## config.mk

```make
export PLATFORM = sky130hd
export DESIGN_NAME = hazard_ctrl
export DESIGN_NICKNAME = d
export VERILOG_FILES = /design/src/rtl/hazard_ctrl.sv
export SDC_FILE = /design/constraint.sdc
export NUM_CORES = 1
export LEC_CHECK = 0
export ABC_AREA = 1
export CORE_MARGIN = 2
export CORE_UTILIZATION = 48
export DETAILED_ROUTE_END_ITERATION = 8
export HOLD_SLACK_MARGIN = 0.08
export MAX_ROUTING_LAYER = met4
export PLACE_DENSITY = 0.77
export SYNTH_ARGS = -nofsm -noshare
export SYNTH_HDL_FRONTEND = slang
export SYNTH_SLANG_ARGS = --single-unit
```

## constraint.sdc

```tcl
create_clock -name clk -period 2.7 [get_ports clk]
set_clock_uncertainty 0.2 [all_clocks]
set_input_delay 0.54 -clock clk [delete_from_list [all_inputs] [get_ports clk]]
set_output_delay 0.54 -clock clk [all_outputs]
set_load 0.01 [all_outputs]
```

## src/rtl/hazard_ctrl.sv

```systemverilog
// Hazard/sequencing controller for the 5-stage RV32I pipeline: stage enables,
// bubbles, registered forwarding selects and stall/flush performance counters.
module hazard_ctrl #(
  parameter int CNT_W = 32
) (
  input  logic             clk,
  input  logic             rst,
  input  logic             id_valid,
  input  logic [4:0]       id_rs1,
  input  logic [4:0]       id_rs2,
  input  logic [4:0]       id_rd,
  input  logic [2:0]       id_valid_reg,
  input  logic             id_reg_write,
  input  logic             id_mem_read,
  input  logic             id_mem_write,
  input  logic             ex_redirect,
  input  logic             dmem_ready,
  output logic             pc_en,
  output logic             ifid_en,
  output logic             ifid_flush,
  output logic             idex_en,
  output logic             idex_flush,
  output logic             exmem_en,
  output logic             memwb_en,
  output logic [1:0]       fwd_a,
  output logic [1:0]       fwd_b,
  output logic [CNT_W-1:0] stall_count,
  output logic [CNT_W-1:0] flush_count
);

  typedef enum logic [1:0] {
    RUN      = 2'd0,
    LU_STALL = 2'd1,
    MEM_WAIT = 2'd2
  } state_t;

  typedef struct packed {
    logic       v;
    logic [4:0] rd;
    logic       rw;
    logic       mr;
    logic       mw;
  } shadow_t;

  localparam logic [CNT_W-1:0] CNT_ONE = CNT_W'(1);

  state_t     state_r;
  shadow_t    ex_r;
  shadow_t    mem_r;
  shadow_t    id_s;
  logic       mem_busy_s;
  logic       load_use_s;
  logic [1:0] fwd_a_s;
  logic [1:0] fwd_b_s;

  // EX is nearer than MEM, so it wins; a load in EX cannot forward yet.
  function automatic logic [1:0] fwd_sel(input logic use_src, input logic [4:0] rs,
                                         input shadow_t ex, input shadow_t mem);
    logic [1:0] sel;
    if (use_src && ex.v && ex.rw && !ex.mr && (ex.rd == rs)) begin
      sel = 2'd1;
    end else if (use_src && mem.v && mem.rw && (mem.rd == rs)) begin
      sel = 2'd2;
    end else begin
      sel = 2'd0;
    end
    return sel;
  endfunction

  // Decode controls of the ID instruction, hazard detection and forward selects.
  always_comb begin
    id_s.v  = id_valid;
    id_s.rd = id_rd;
    id_s.rw = id_reg_write && id_valid_reg[0] && (id_rd != 5'd0);
    id_s.mr = id_mem_read;
    id_s.mw = id_mem_write;
    mem_busy_s = mem_r.v && (mem_r.mr || mem_r.mw) && !dmem_ready;
    load_use_s = ex_r.v && ex_r.mr && ex_r.rw && id_valid &&
                 ((id_valid_reg[1] && (id_rs1 == ex_r.rd)) ||
                  (id_valid_reg[2] && (id_rs2 == ex_r.rd)));
    fwd_a_s = fwd_sel(id_valid_reg[1], id_rs1, ex_r, mem_r);
    fwd_b_s = fwd_sel(id_valid_reg[2], id_rs2, ex_r, mem_r);
  end

  // Zero-latency enables and flushes: reset > freeze > redirect > load-use > normal.
  always_comb begin
    pc_en      = 1'b1;
    ifid_en    = 1'b1;
    ifid_flush = 1'b0;
    idex_en    = 1'b1;
    idex_flush = 1'b0;
    exmem_en   = 1'b1;
    memwb_en   = 1'b1;
    if (rst || mem_busy_s) begin
      pc_en    = 1'b0;
      ifid_en  = 1'b0;
      idex_en  = 1'b0;
      exmem_en = 1'b0;
      memwb_en = 1'b0;
    end else if (ex_redirect) begin
      ifid_flush = 1'b1;
      idex_flush = 1'b1;
    end else if (load_use_s) begin
      pc_en      = 1'b0;
      ifid_en    = 1'b0;
      idex_flush = 1'b1;
    end else begin
      pc_en = 1'b1;
    end
  end

  // State, stage shadows, registered forward selects and counters.
  // Forwarding never looks at WB (register file writes before it reads), so no WB shadow is kept.
  always_ff @(posedge clk or posedge rst) begin
    if (rst) begin
      state_r     <= RUN;
      ex_r        <= '0;
      mem_r       <= '0;
      fwd_a       <= 2'd0;
      fwd_b       <= 2'd0;
      stall_count <= '0;
      flush_count <= '0;
    end else begin
      if (mem_busy_s) begin
        state_r <= MEM_WAIT;
      end else if (load_use_s && !ex_redirect) begin
        state_r <= LU_STALL;
      end else begin
        state_r <= RUN;
      end
      if (!pc_en) begin
        stall_count <= stall_count + CNT_ONE;
      end
      if (!mem_busy_s) begin
        mem_r <= ex_r;
        if (idex_flush) begin
          ex_r  <= '0;
          fwd_a <= 2'd0;
          fwd_b <= 2'd0;
        end else begin
          ex_r  <= id_s;
          fwd_a <= fwd_a_s;
          fwd_b <= fwd_b_s;
        end
        if (ex_redirect) begin
          flush_count <= flush_count + CNT_ONE;
        end
      end
    end
  end

endmodule

```

; Word level (Yosys, flattened, before mapping)
; Cells that the tools add are included.
[word_totals]
ff_bits = 86
input_bits = 26
output_inout_bits = 75
word_cells = 70
[op_classes]
addsub = 2
eq_ne = 6
muxes = 16
bitwise = 1
reduce_logical = 31
[ops]
columns = op, count
row1 = "32-bit by 1-bit adder with 32-bit output, second input constant", 2
row2 = 5-bit equality test, 6
row3 = 1-bit logical AND, 24
row4 = 2-bit two-way mux, 6
row5 = 1-bit two-way mux, 9
row6 = 9-bit two-way mux, 1
row7 = 5-bit nonzero test, 1
row8 = 1-bit logical OR, 3
row9 = 1-bit logical NOT, 2
row10 = 2-bit AND reduction, 1
row11 = 1-bit NOT, 1

; Logic depth before layout (Yosys ltp)
[depth]
word_depth = 8
depth_mapped = 12
depth_no_buf = 11

; Worst setup path before layout
; Ideal clock, no wire load.
[synth_timing]
path_kind = input to output
startpoint = input id_rs2[4]
endpoint = output pc_en
t_arrival_ps = 1544
required_ps = 1960
path_slack_ps = 416
cell_stages = 11
path_cell_list = inv_1 nand2_1 nand2_1 nor2_1 nand3_1 nand2_2 nand3_4 nand2_2 buf_4 inv_1 buf_4
[synth_between]
elab_chain_cells = 7
[synth_rtl]
columns = item, line_no
row1 = start: declaration, 10  ; input logic [4:0] id_rs2,
row2 = 5-bit equality test, 80  ; (id_valid_reg[2] && (id_rs2 == ex_r.rd)));
row3 = 1-bit logical AND, 80
row4 = 1-bit logical OR, 79  ; ((id_valid_reg[1] && (id_rs1 == ex_r.rd)) ||
row5 = 1-bit logical AND, 78  ; load_use_s = ex_r.v && ex_r.mr && ex_r.rw && id_valid &&
row6 = 1-bit two-way mux (3 in series), --
row7 = end: declaration, 18  ; output logic pc_en,
; No other way between the ends.

; Worst setup path after layout
[layout_timing]
startpoint = register ex_r[7] (netlist name)
endpoint = register fwd_a[1]
[layout_between]
elab_chain_cells = 8
elab_cells_between_ends = 13
cone_classes = eq/ne: 3 / mux: 5 / reduce/logical: 5
[layout_rtl]
columns = item, line_no
row1 = start: declaration, 48  ; shadow_t ex_r;
row2 = start signal: assignment, 141  ; ex_r <= id_s;
row3 = "5-bit equality test, on equally long branches", "60, 79, 80"
row4 = "1-bit logical AND, on equally long branches", "79, 80"
row5 = 1-bit logical OR, 79
row6 = 1-bit logical AND, 78
row7 = 1-bit two-way mux, 103  ; end else if (load_use_s) begin
row8 = 1-bit two-way mux, 100  ; end else if (ex_redirect) begin
row9 = 1-bit two-way mux, 94  ; if (rst || mem_busy_s) begin
row10 = 2-bit two-way mux (*), 136  ; if (idex_flush) begin
row11 = end signal: assignment, 142  ; fwd_a <= fwd_a_s;
row12 = end: declaration, 25  ; output logic [1:0] fwd_a,
; Every way passes the cells marked *; elsewhere a longest branch is shown, timed or not.
; A chain may end at the register's enable or synchronous reset.

==> parameters.txt <==
Parameter                              Value

Synth
  Mean instance size in the synthesized netlist ... 6.87 um^2
  Library cells used by synthesis ... 27
  Post-synthesis instance area ... 5380 um^2
  Share of synthesized area occupied by flip-flops and latches ... 0.400
  Synth warnings ... 0
  Net Count, Synth ... approximately 800
  Synth Register Bits ... 86
  Synthesized netlist cell count ... 783

Global routing
  Number of global-route vias before repair ... 4,910
  Number of antenna violations at the first check in global routing ... 0
  Overall global routing resource usage ... 0.259
  Global-route met3 utilization ... 0.0338
  Most congested layer reported by global routing ... met2
  Wire length of the first global-routing pass ... roughly 24 mm
  Pin count of the biggest net entering global routing ... 41
  Sum of overflow across all layers after global routing ... 0
  Met2 Usage GRT ... 0.406
  Met1 track demand over resource in global routing ... 0.352

Clock network
  Clock slew seen by the registers of the worst setup and hold paths ... around 0.090 ns
  Number of CTS-inserted buffers ... 9
  Clock tree root buffer cell ... clkbuf_8
  Total of hold buffers inserted after clock tree synthesis ... 0
  Clock latency at the later pin of the worst-skew pair ... about 0.35 ns
  Max clock buf depth ... 2
  CTS tree ... done
  Clock Sinks ... 86
  Max H-tree Level ... 3

STA
  Final TNS setup ... 0 ns
  Final number of max-transition violations ... 0
  Crit path time final ... approximately 2.6 ns
  Tcrit/Tclk final ... 0.969
  Number of failing hold endpoints at the final stage ... 0
  Headroom to the max-slew limit ... 0.661
  Actual transition at the worst max-transition pin ... 0.505 ns
  Max Freq ... 382 MHz
  Setup-failing EPs final ... 0
  Setup WS post-layout ... 0.0849 ns

Placement
  Worst-case setup slack after placement ... -0.325 ns
  Placed wire-length estimate ... 10.7 mm
  Count of input and output buffers ... 100
  Final estimated routing congestion in global placement ... 0.944

Floorplanning
  Horizontal die dimension ... 110 um
  Count of standard-cell rows ... 38
  Top-Level Pins ... 101
  Initial cell density of the core ... 0.494
  Die Ht ... 110 um
  Area inside the core boundary ... 10,900 um^2
  Total Die Area ... 12,100 um^2

Hold path
  Class of the most critical hold timing path ... register to register

Setup path
  Crit-path max FO ... 6
  Nature of the critical path startpoint ... register
  Worst R2R Setup Slack ... 0.08 ns
  Crit path kind ... register to register
  Worst Setup End Kind ... register
  Endpoint required time on the critical path ... 2.75 ns
  Crit path arrival time ... 2.66 ns

Status
  Result of the run ... finished clean

Routing
  Avg WL per Cell ... approximately 14 um
  Drt drc ... 0
  Final routed wirelength across all metal layers ... 14.6 mm
  Routed via count ... 5,397
  Post-route ant nets ... 0
  Pre-Repair DR Iteration Count ... 5
  Vias per std cell ... 5.08
  Drt initial violations ... 307

Power
  PD cells ... 527 nW/um^2
  LEAKAGE ... 3.47 nW
  VDD IR-drop max ... 387 uV
  Pwr Total ... 3.72 mW

Flow run
  Max-cap violations ... 0

Final layout
  Most frequent cells in the layout ... nand2_1, dfrtp_1, clkdlybuf4s50_1
  Area added between synthesis and finish ... 31.2%
  Final-stage net count ... 946
  Most common cell after layout, fill and taps aside ... nand2_1
  Share of layout cells above drive strength 1 ... 0.106
  Filler cell count ... 976
  Ant. Diodes ... 0
cell usage after synthesis (all sizes together):
cell	count	area, um^2
o21ai	8	40.0
a21oi	1	5.00
a31oi	1	6.26
nand4	11	68.8
dfrtp	86	2150
clkbuf	6	22.5
xor2	28	245
nor3b	1	7.51
nand2	326	1250
xnor2	17	149
inv	76	285
ha	2	25.0
nand3	72	388
nand3b	19	143
nor2	91	369
nor3	24	131
buf	14	91.3
per-stage QoR:
stage,instances,hold WS (ns),area [um^2],utilization
5_1_grt,1063,0.311,7060,0.648
2_1_floorplan,783,0.249,5390,-
6_report,1063,0.287,7060,0.648
3_5_place_dp,1031,0.272,6700,0.615
3_3_place_gp,1031,0.269,6700,0.615
4_1_cts,1064,0.293,7050,0.647
sequential cells by signal (all words and copies together), names as in the netlist:
| register | cells |
|---|---|
| ex_r | 9 |
| flush_count | 32 |
| mem_r | 9 |
| fwd_b | 2 |
| fwd_a | 2 |
| stall_count | 32 |
worst max-delay path, cell delays in order (launching register included):
cell and delay (ns):
dfrtp_1 0.47, nand2_1 0.11, nand2_1 0.08, nor2_1 0.17, nand3_2 0.13, buf_4 0.15
buf_4 0.12, buf_4 0.12, buf_4 0.12, buf_4 0.12, buf_4 0.12, buf_4 0.12
buf_4 0.12, buf_4 0.13, nor2_1 0.09, nor2_1 0.05, nand3_1 0.08, nand2_1 0.05
where the power goes:
part,leakage (nW),switching (mW),internal [mW],total (mW)
Clock,0.116,0.470,0.572,1.04
Sequential,1.12,0.213,1.44,1.66
Combinational,2.24,0.551,0.468,1.02
layout make-up:
cell class                      count  area [um^2]  share of cell area
Multi-Input combinational cell    601         2850               0.404
Tap cell                          140          175              0.0248
Timing Repair Buffer              144         1360               0.193
Inverter                           76          289              0.0409
Clock inverter                      5         81.3              0.0115
Sequential cell                    86         2150               0.305
Clock buffer                       11          151              0.0214
layer usage:
metal | wire (um) | up-vias
met5 | 0 | -
met4 | 292 | 0
met3 | 837 | 25
met2 | 6870 | 192
met1 | 6610 | 2476
li1 | - | 2704
logic make-up (layout without fill, tap and decap cells):
family,after synthesis,after routing,synth area share
adders and majority gates,2,2,0.00465
xor gates and xnor gates,45,45,0.0732
buffers and inverters,96,236,0.0742
DFF,86,86,0.400
and+or+nand+nor,544,544,0.439
AOI/OAI and AO/OA,10,10,0.00953
repair_timing:
| action | in CTS | in global routing |
|---|---|---|
| buffers inserted | 17 | 0 |
| resized for setup | 17 | 13 |
| pin swaps | 4 | 4 |
| setup endpoints to repair | 7 | 7 |
worst paths after layout:
check	end	from	cells past startpoint
worst min-delay path	fwd_a[1]	fwd_a[1]	2
worst max-delay path	fwd_a[1]	ex_r[7]	17
worst max register to register	fwd_a[1]	ex_r[7]	17
worst min register to register	fwd_a[1]	fwd_a[1]	2
min in group asynchronous	mem_r[6]	rst	3
max in group asynchronous	flush_count[15]	rst	4
Note: power is estimated with default switching activity, not from simulation.
